File: src/rtl/mem_io_responder_pkg.sv
// rtl/mem_io_responder_pkg.sv - shared types and constants for the data-memory responder
package mem_io_responder_pkg;

    typedef enum logic [1:0] {
        IDLE = 2'd0,
        WAIT = 2'd1,
        DONE = 2'd2
    } state_t;

    localparam logic [7:0] DEFAULT_IO_BASE = 8'hF0;
    localparam int         RAM_DEPTH       = 240;

    // I/O register offsets from IO_BASE
    localparam logic [7:0] OFS_SW     = 8'd0;
    localparam logic [7:0] OFS_LED    = 8'd1;
    localparam logic [7:0] OFS_CNT_LO = 8'd2;
    localparam logic [7:0] OFS_CNT_HI = 8'd3;
    localparam logic [7:0] OFS_STATUS = 8'd4;

endpackage

File: src/rtl/mem_io_responder_ram.sv
// rtl/mem_io_responder_ram.sv - single-port synchronous RAM backing the low address range
module resp_ram
    import mem_io_responder_pkg::*;
#(
    parameter int DEPTH = RAM_DEPTH
) (
    input  logic       clock,
    input  logic       we,
    input  logic [7:0] addr,
    input  logic [7:0] wdata,
    output logic [7:0] rdata
);

    logic [7:0] mem [0:DEPTH-1];

    // Registered read of the addressed word every cycle; write when enabled
    always_ff @(posedge clock) begin
        if (we) begin
            mem[addr] <= wdata;
        end
        rdata <= mem[addr];
    end

endmodule

File: src/rtl/mem_io_responder.sv
// rtl/mem_io_responder.sv - variable-latency RAM and memory-mapped I/O responder
module mem_io_responder
    import mem_io_responder_pkg::*;
#(
    parameter int         RAM_WAIT = 1,
    parameter logic [7:0] IO_BASE  = DEFAULT_IO_BASE
) (
    input  logic       clock,
    input  logic       reset,
    input  logic       MemRead,
    input  logic       MemWrite,
    input  logic [7:0] address,
    input  logic [7:0] data,
    output logic [7:0] q,
    output logic       ready,
    input  logic [4:0] sw_in,
    output logic [7:0] led_out,
    output logic       err
);

    state_t      state, state_nxt;
    logic [2:0]  wait_cnt;
    logic        lat_write, lat_ram;
    logic [7:0]  lat_addr, lat_data;
    logic [7:0]  io_rdata, io_q, q_reg, rd_value, ram_rdata;
    logic [15:0] counter;
    logic [7:0]  snapshot;
    logic [4:0]  sw_meta, sw_sync;
    logic        err_r;
    logic        ram_we;

    logic       req, accept, addr_is_ram, acc_bad;
    logic [7:0] acc_ofs, lat_ofs;
    logic       io_capture, done_rd, done_wr;

    assign req         = MemRead | MemWrite;
    assign accept      = (state == IDLE) && req;
    assign addr_is_ram = (address < IO_BASE);
    assign acc_ofs     = address - IO_BASE;
    assign acc_bad     = !addr_is_ram && (acc_ofs > OFS_STATUS);
    assign lat_ofs     = lat_addr - IO_BASE;

    // I/O read value is sampled on the last WAIT cycle, same edge the RAM read lands
    assign io_capture  = (state == WAIT) && (wait_cnt == 3'd0) && !lat_write && !lat_ram;
    assign done_rd     = (state == DONE) && !lat_write;
    assign done_wr     = (state == DONE) && lat_write;

    assign rd_value    = lat_ram ? ram_rdata : io_q;
    assign q           = done_rd ? rd_value : q_reg;
    assign err         = err_r;

    // FSM state register
    always_ff @(posedge clock or posedge reset) begin
        if (reset) begin
            state <= IDLE;
        end else begin
            state <= state_nxt;
        end
    end

    // Next state, completion pulse and RAM write strobe
    always_comb begin
        state_nxt = state;
        ready     = 1'b0;
        ram_we    = 1'b0;
        case (state)
            IDLE: begin
                if (req) begin
                    state_nxt = WAIT;
                end
            end
            WAIT: begin
                if (wait_cnt == 3'd0) begin
                    state_nxt = DONE;
                end
            end
            DONE: begin
                ready     = 1'b1;
                ram_we    = lat_write && lat_ram;
                state_nxt = IDLE;
            end
            default: state_nxt = IDLE;
        endcase
    end

    // Latch the request on acceptance and count down the wait cycles
    always_ff @(posedge clock or posedge reset) begin
        if (reset) begin
            lat_addr  <= 8'h00;
            lat_data  <= 8'h00;
            lat_write <= 1'b0;
            lat_ram   <= 1'b0;
            wait_cnt  <= 3'd0;
        end else if (accept) begin
            lat_addr  <= address;
            lat_data  <= data;
            lat_write <= MemWrite;
            lat_ram   <= addr_is_ram;
            wait_cnt  <= addr_is_ram ? 3'(RAM_WAIT) : 3'd0;
        end else if ((state == WAIT) && (wait_cnt != 3'd0)) begin
            wait_cnt <= wait_cnt - 3'd1;
        end
    end

    // Decode the I/O register being read
    always_comb begin
        io_rdata = 8'h00;
        case (lat_ofs)
            OFS_SW:     io_rdata = {3'b000, sw_sync};
            OFS_LED:    io_rdata = led_out;
            OFS_CNT_LO: io_rdata = counter[7:0];
            OFS_CNT_HI: io_rdata = snapshot;
            OFS_STATUS: io_rdata = {7'b0, err_r};
            default:    io_rdata = 8'h00;
        endcase
    end

    // Capture I/O read data; a CNT_LO read freezes the upper counter byte for CNT_HI
    always_ff @(posedge clock or posedge reset) begin
        if (reset) begin
            io_q     <= 8'h00;
            snapshot <= 8'h00;
        end else if (io_capture) begin
            io_q <= io_rdata;
            if (lat_ofs == OFS_CNT_LO) begin
                snapshot <= counter[15:8];
            end
        end
    end

    // Hold the last completed read value on q between reads
    always_ff @(posedge clock or posedge reset) begin
        if (reset) begin
            q_reg <= 8'h00;
        end else if (done_rd) begin
            q_reg <= rd_value;
        end
    end

    // LED register write commits on the DONE edge
    always_ff @(posedge clock or posedge reset) begin
        if (reset) begin
            led_out <= 8'h00;
        end else if (done_wr && !lat_ram && (lat_ofs == OFS_LED)) begin
            led_out <= lat_data;
        end
    end

    // Sticky error: set on dual request or unmapped I/O offset, set wins over clear
    always_ff @(posedge clock or posedge reset) begin
        if (reset) begin
            err_r <= 1'b0;
        end else if (accept && ((MemRead && MemWrite) || acc_bad)) begin
            err_r <= 1'b1;
        end else if (done_wr && !lat_ram && (lat_ofs == OFS_STATUS) && lat_data[0]) begin
            err_r <= 1'b0;
        end
    end

    // Free-running 16-bit cycle counter
    always_ff @(posedge clock or posedge reset) begin
        if (reset) begin
            counter <= 16'h0000;
        end else begin
            counter <= counter + 16'h0001;
        end
    end

    // Two-flop synchroniser for the slide switches
    always_ff @(posedge clock or posedge reset) begin
        if (reset) begin
            sw_meta <= 5'b0;
            sw_sync <= 5'b0;
        end else begin
            sw_meta <= sw_in;
            sw_sync <= sw_meta;
        end
    end

    resp_ram #(
        .DEPTH(RAM_DEPTH)
    ) u_ram (
        .clock(clock),
        .we   (ram_we),
        .addr (lat_addr),
        .wdata(lat_data),
        .rdata(ram_rdata)
    );

endmodule

File: config.mk
export PLATFORM = sky130hd
export DESIGN_NAME = mem_io_responder
export DESIGN_NICKNAME = d
export VERILOG_FILES = /design/src/rtl/mem_io_responder_pkg.sv /design/src/rtl/mem_io_responder_ram.sv /design/src/rtl/mem_io_responder.sv
export SDC_FILE = /design/constraint.sdc
export NUM_CORES = 2
export LEC_CHECK = 0
export CORE_MARGIN = 5
export CORE_UTILIZATION = 40
export CTS_CLUSTER_DIAMETER = 30
export DETAILED_ROUTE_END_ITERATION = 8
export GPL_TIMING_DRIVEN = 0
export HOLD_SLACK_MARGIN = 0.06
export PLACE_DENSITY = 0.58
export SKIP_LAST_GASP = 1
export SLEW_MARGIN = 40
export SYNTH_ARGS = -nofsm -noshare
export SYNTH_HDL_FRONTEND = slang
export SYNTH_SLANG_ARGS = --single-unit
File: constraint.sdc
create_clock -name clock -period 12 [get_ports clock]
set_clock_uncertainty 0.2 [all_clocks]
set_input_delay 1.8 -clock clock [delete_from_list [all_inputs] [get_ports clock]]
set_output_delay 1.8 -clock clock [all_outputs]
set_load 0.05 [all_outputs]
==> results.py <==
metrics = {
    "placed_design": {
        "port_buffers": 42,
        "routabilityCongestion": 0.883,
        "dp_hpwl_um": 141000,
        "placed_area_um2": 81900,
    },
    "critical_path": {
        "reg2reg_to": "u_ram.mem[202][7]",
        "critPathLaunchType": "flop",
        "cp_data_required_time_ns": 12.33,
        "endpoint_kind": "flop",
        "critPathArrivalTime_ns": 6.00,
        "worstReg2RegStart": "lat_addr[2]",
        "critPathKind": "flop to flop",
        "r2r_cells": 8,
        "rrSetupSlack_ns": 6.33,
        "cp_max_fo": 10,
    },
    "cells_and_area": {
        "largestRegisters": "u_ram.mem: 1920 flops, counter: 16 flops",
        "largest_register": "u_ram.mem",
        "final_cell_mix": "1,920 x edfxtp_1, 488 x mux4_2, 403 x clkbuf_16, 212 x a22oi_1, 151 x nor2_1",
        "drive_above_1_share": 0.329,
        "utilization": 0.497,
        "syn_to_final_growth_pct": 24.0,
        "fillers": 15300,
        "final_common_cell": "edfxtp_1",
        "fin_nets": 4129,
        "largest_reg_flops": 1920,
        "final_area_um2": 95400,
    },
    "clock_tree": {
        "cts_max_path_buffers": 4,
        "cts_buffers": 395,
        "ctsResizeCount": 0,
        "cts_hold_buf": 0,
        "clk_pin_slew_ns": 0.05,
        "post_cts_buffers": 0,
        "cts_tree": "built",
        "clock-sinks": 2010,
        "clk_latency_ns": 0.94,
        "htree_levels": 5,
        "clock-root-buffer": "clkbuf_16",
    },
    "routing": {
        "vias": 39900,
        "avgViaCountPerCell": 5.75,
        "drt-initial-drc-count": 4630,
        "drt-total-wl_um": 216000,
        "drcViolationCount": 0,
        "dr.pass1.iters": 5,
        "ant_nets": 0,
        "wl_per_cell_um": 31.1,
    },
    "pwr": {
        "power_leakage_uw": 0.0307,
        "ir_worst_vdd_uv": 164,
        "p_per_area_nw_per_um2": 278,
    },
    "synthesis": {
        "synthTopCellsByArea": "edfxtp_1 75%, mux4_2 14%, dfrtp_1 2.7%",
        "synth_ff_type": "edfxtp_1",
        "ys_seq_area_frac": 0.779,
        "async_reset_ff_frac": 0.0408,
        "yosysTopAreaCellShare": 0.750,
        "ys_ff_latch": 2010,
        "ys_warn_count": 0,
        "synth_edf_count": 1920,
        "synth_fp_nets": 3639,
        "yosysTopAreaCell": "edfxtp_1",
        "synth_area_um2": 76900,
        "synthCells": 3611,
        "avgSynthCellArea_um2": 21.3,
        "synth.distinct_cells": 48,
    },
    "sta": {
        "hold_violations": 0,
        "setup_tns_ns": 0,
        "slew_viol_final": 0,
        "tightest_slew_ns": 0.922,
        "period_needed_ns": 5.67,
        "slew_headroom": 0.383,
        "period_share": 0.473,
        "max_clock_freq_mhz": 176,
        "setup_viol_count_final": 0,
        "rsz0062_at_grt": "no",
    },
    "min_path": {
        "hold_start": "sw_meta[2]",
        "min_to": "sw_sync[2]",
        "worstHoldPathCells": 0,
        "hold_class": "flop to flop",
    },
    "grt": {
        "overflow": 0,
        "grt_pass1_wl_um": 305000,
        "grt_pass1_vias": 40800,
        "grt_max_degree": 57,
        "grt_usage": 0.215,
        "antenna_found_initial": 8,
    },
    "floorplan": {
        "ios": 43,
        "fp.dieArea_um2": 201000,
        "die_h_um": 448,
        "coreArea_um2": 192000,
        "initial_core_util": 0.401,
        "die_w_um": 448,
        "row_count": 161,
    },
    "status": {
        "outcome": "complete, no violations",
    },
    "job": {
        "cap_violations": 0,
    },
}
[critical path, cell delays in order (launching register included)]
cell,delay [ns]
dfrtp_1,0.36
clkbuf_1,0.34
nor2b_1,0.20
clkbuf_1,0.62
clkbuf_2,0.63
buf_1,0.72
nand2_1,0.77
clkbuf_4,0.63
nor2_1,0.76
[how the worst max path moves through the flow]
stage	from	to	slack, ns
final	lat_addr[2]	u_ram.mem[202][7]	6.33
after global routing	state[1]	q[6]	6.11
after CTS	state[1]	q[6]	6.25
after detailed placement	lat_addr[2]	u_ram.mem[166][1]	6.36
after global placement	lat_data[4]	u_ram.mem[104][4]	3.97
after floorplan	state[0]	q[5]	7.25
[Yosys cell counts, drive strengths merged (8+ instances only)]
master	count
edfxtp	1920
mux4	488
nor2	269
a22oi	212
clkbuf	116
nand2	107
a21oi	106
buf	100
dfrtp	82
o22ai	31
nand3	17
mux2	16
nor4	16
or4	15
o21ai	11
xnor2	11
a22o	9
mux2i	9
dfxtp	8
o221ai	8
[layer usage]
layer  track usage  wire length [um]  vias up
met5             0                13        -
met4        0.0837              8290        2
met3        0.0475             16600      438
met2         0.343            104000     1800
met1         0.290             86700    21400
li1              -                 -    16300
[layout make-up]
class / count / area [um2] / area share
sequential: 2010 / 59900 / 0.628
multi-input combinational: 1378 / 16300 / 0.171
clock buffer: 441 / 10200 / 0.107
tap: 2526 / 3160 / 0.0331
clock inverter: 271 / 3070 / 0.0322
timing repair buffer: 93 / 1540 / 0.0161
buffer: 216 / 1050 / 0.0110
inverter: 7 / 31.3 / 0.000328
antenna: 4 / 10.0 / 0.000105
[through the flow]
stage	instances	hold slack, ns	setup WS (ns)	total power [uW]
after floorplan	3611	0.131	7.25	12700
after global placement	6179	0.136	3.97	15700
after detailed placement	6230	0.142	6.36	15700
after CTS	6942	0.153	6.25	26600
after global routing	6944	0.157	6.11	27200
final	6946	0.152	6.33	26500
[cell families (layout without fill, tap and decap cells)]
logic type,Yosys count,after routing,share of synthesized area
flops,2010,2010,0.779
xor+xnor,15,15,0.00171
mux,513,513,0.146
simple gates,463,463,0.0258
other cells,0,4,0
buf+inv,223,1028,0.0132
compound gates,384,384,0.0335
fa+ha+maj,3,3,0.000488
[where the power goes]
part | switching [uW] | internal, uW | total (uW)
sequential | 188 | 8700 | 8890
clock | 3690 | 7240 | 10900
combinational | 4420 | 2250 | 6670
total | 8290 | 18200 | 26500
Power figures use the tool's default switching activity.
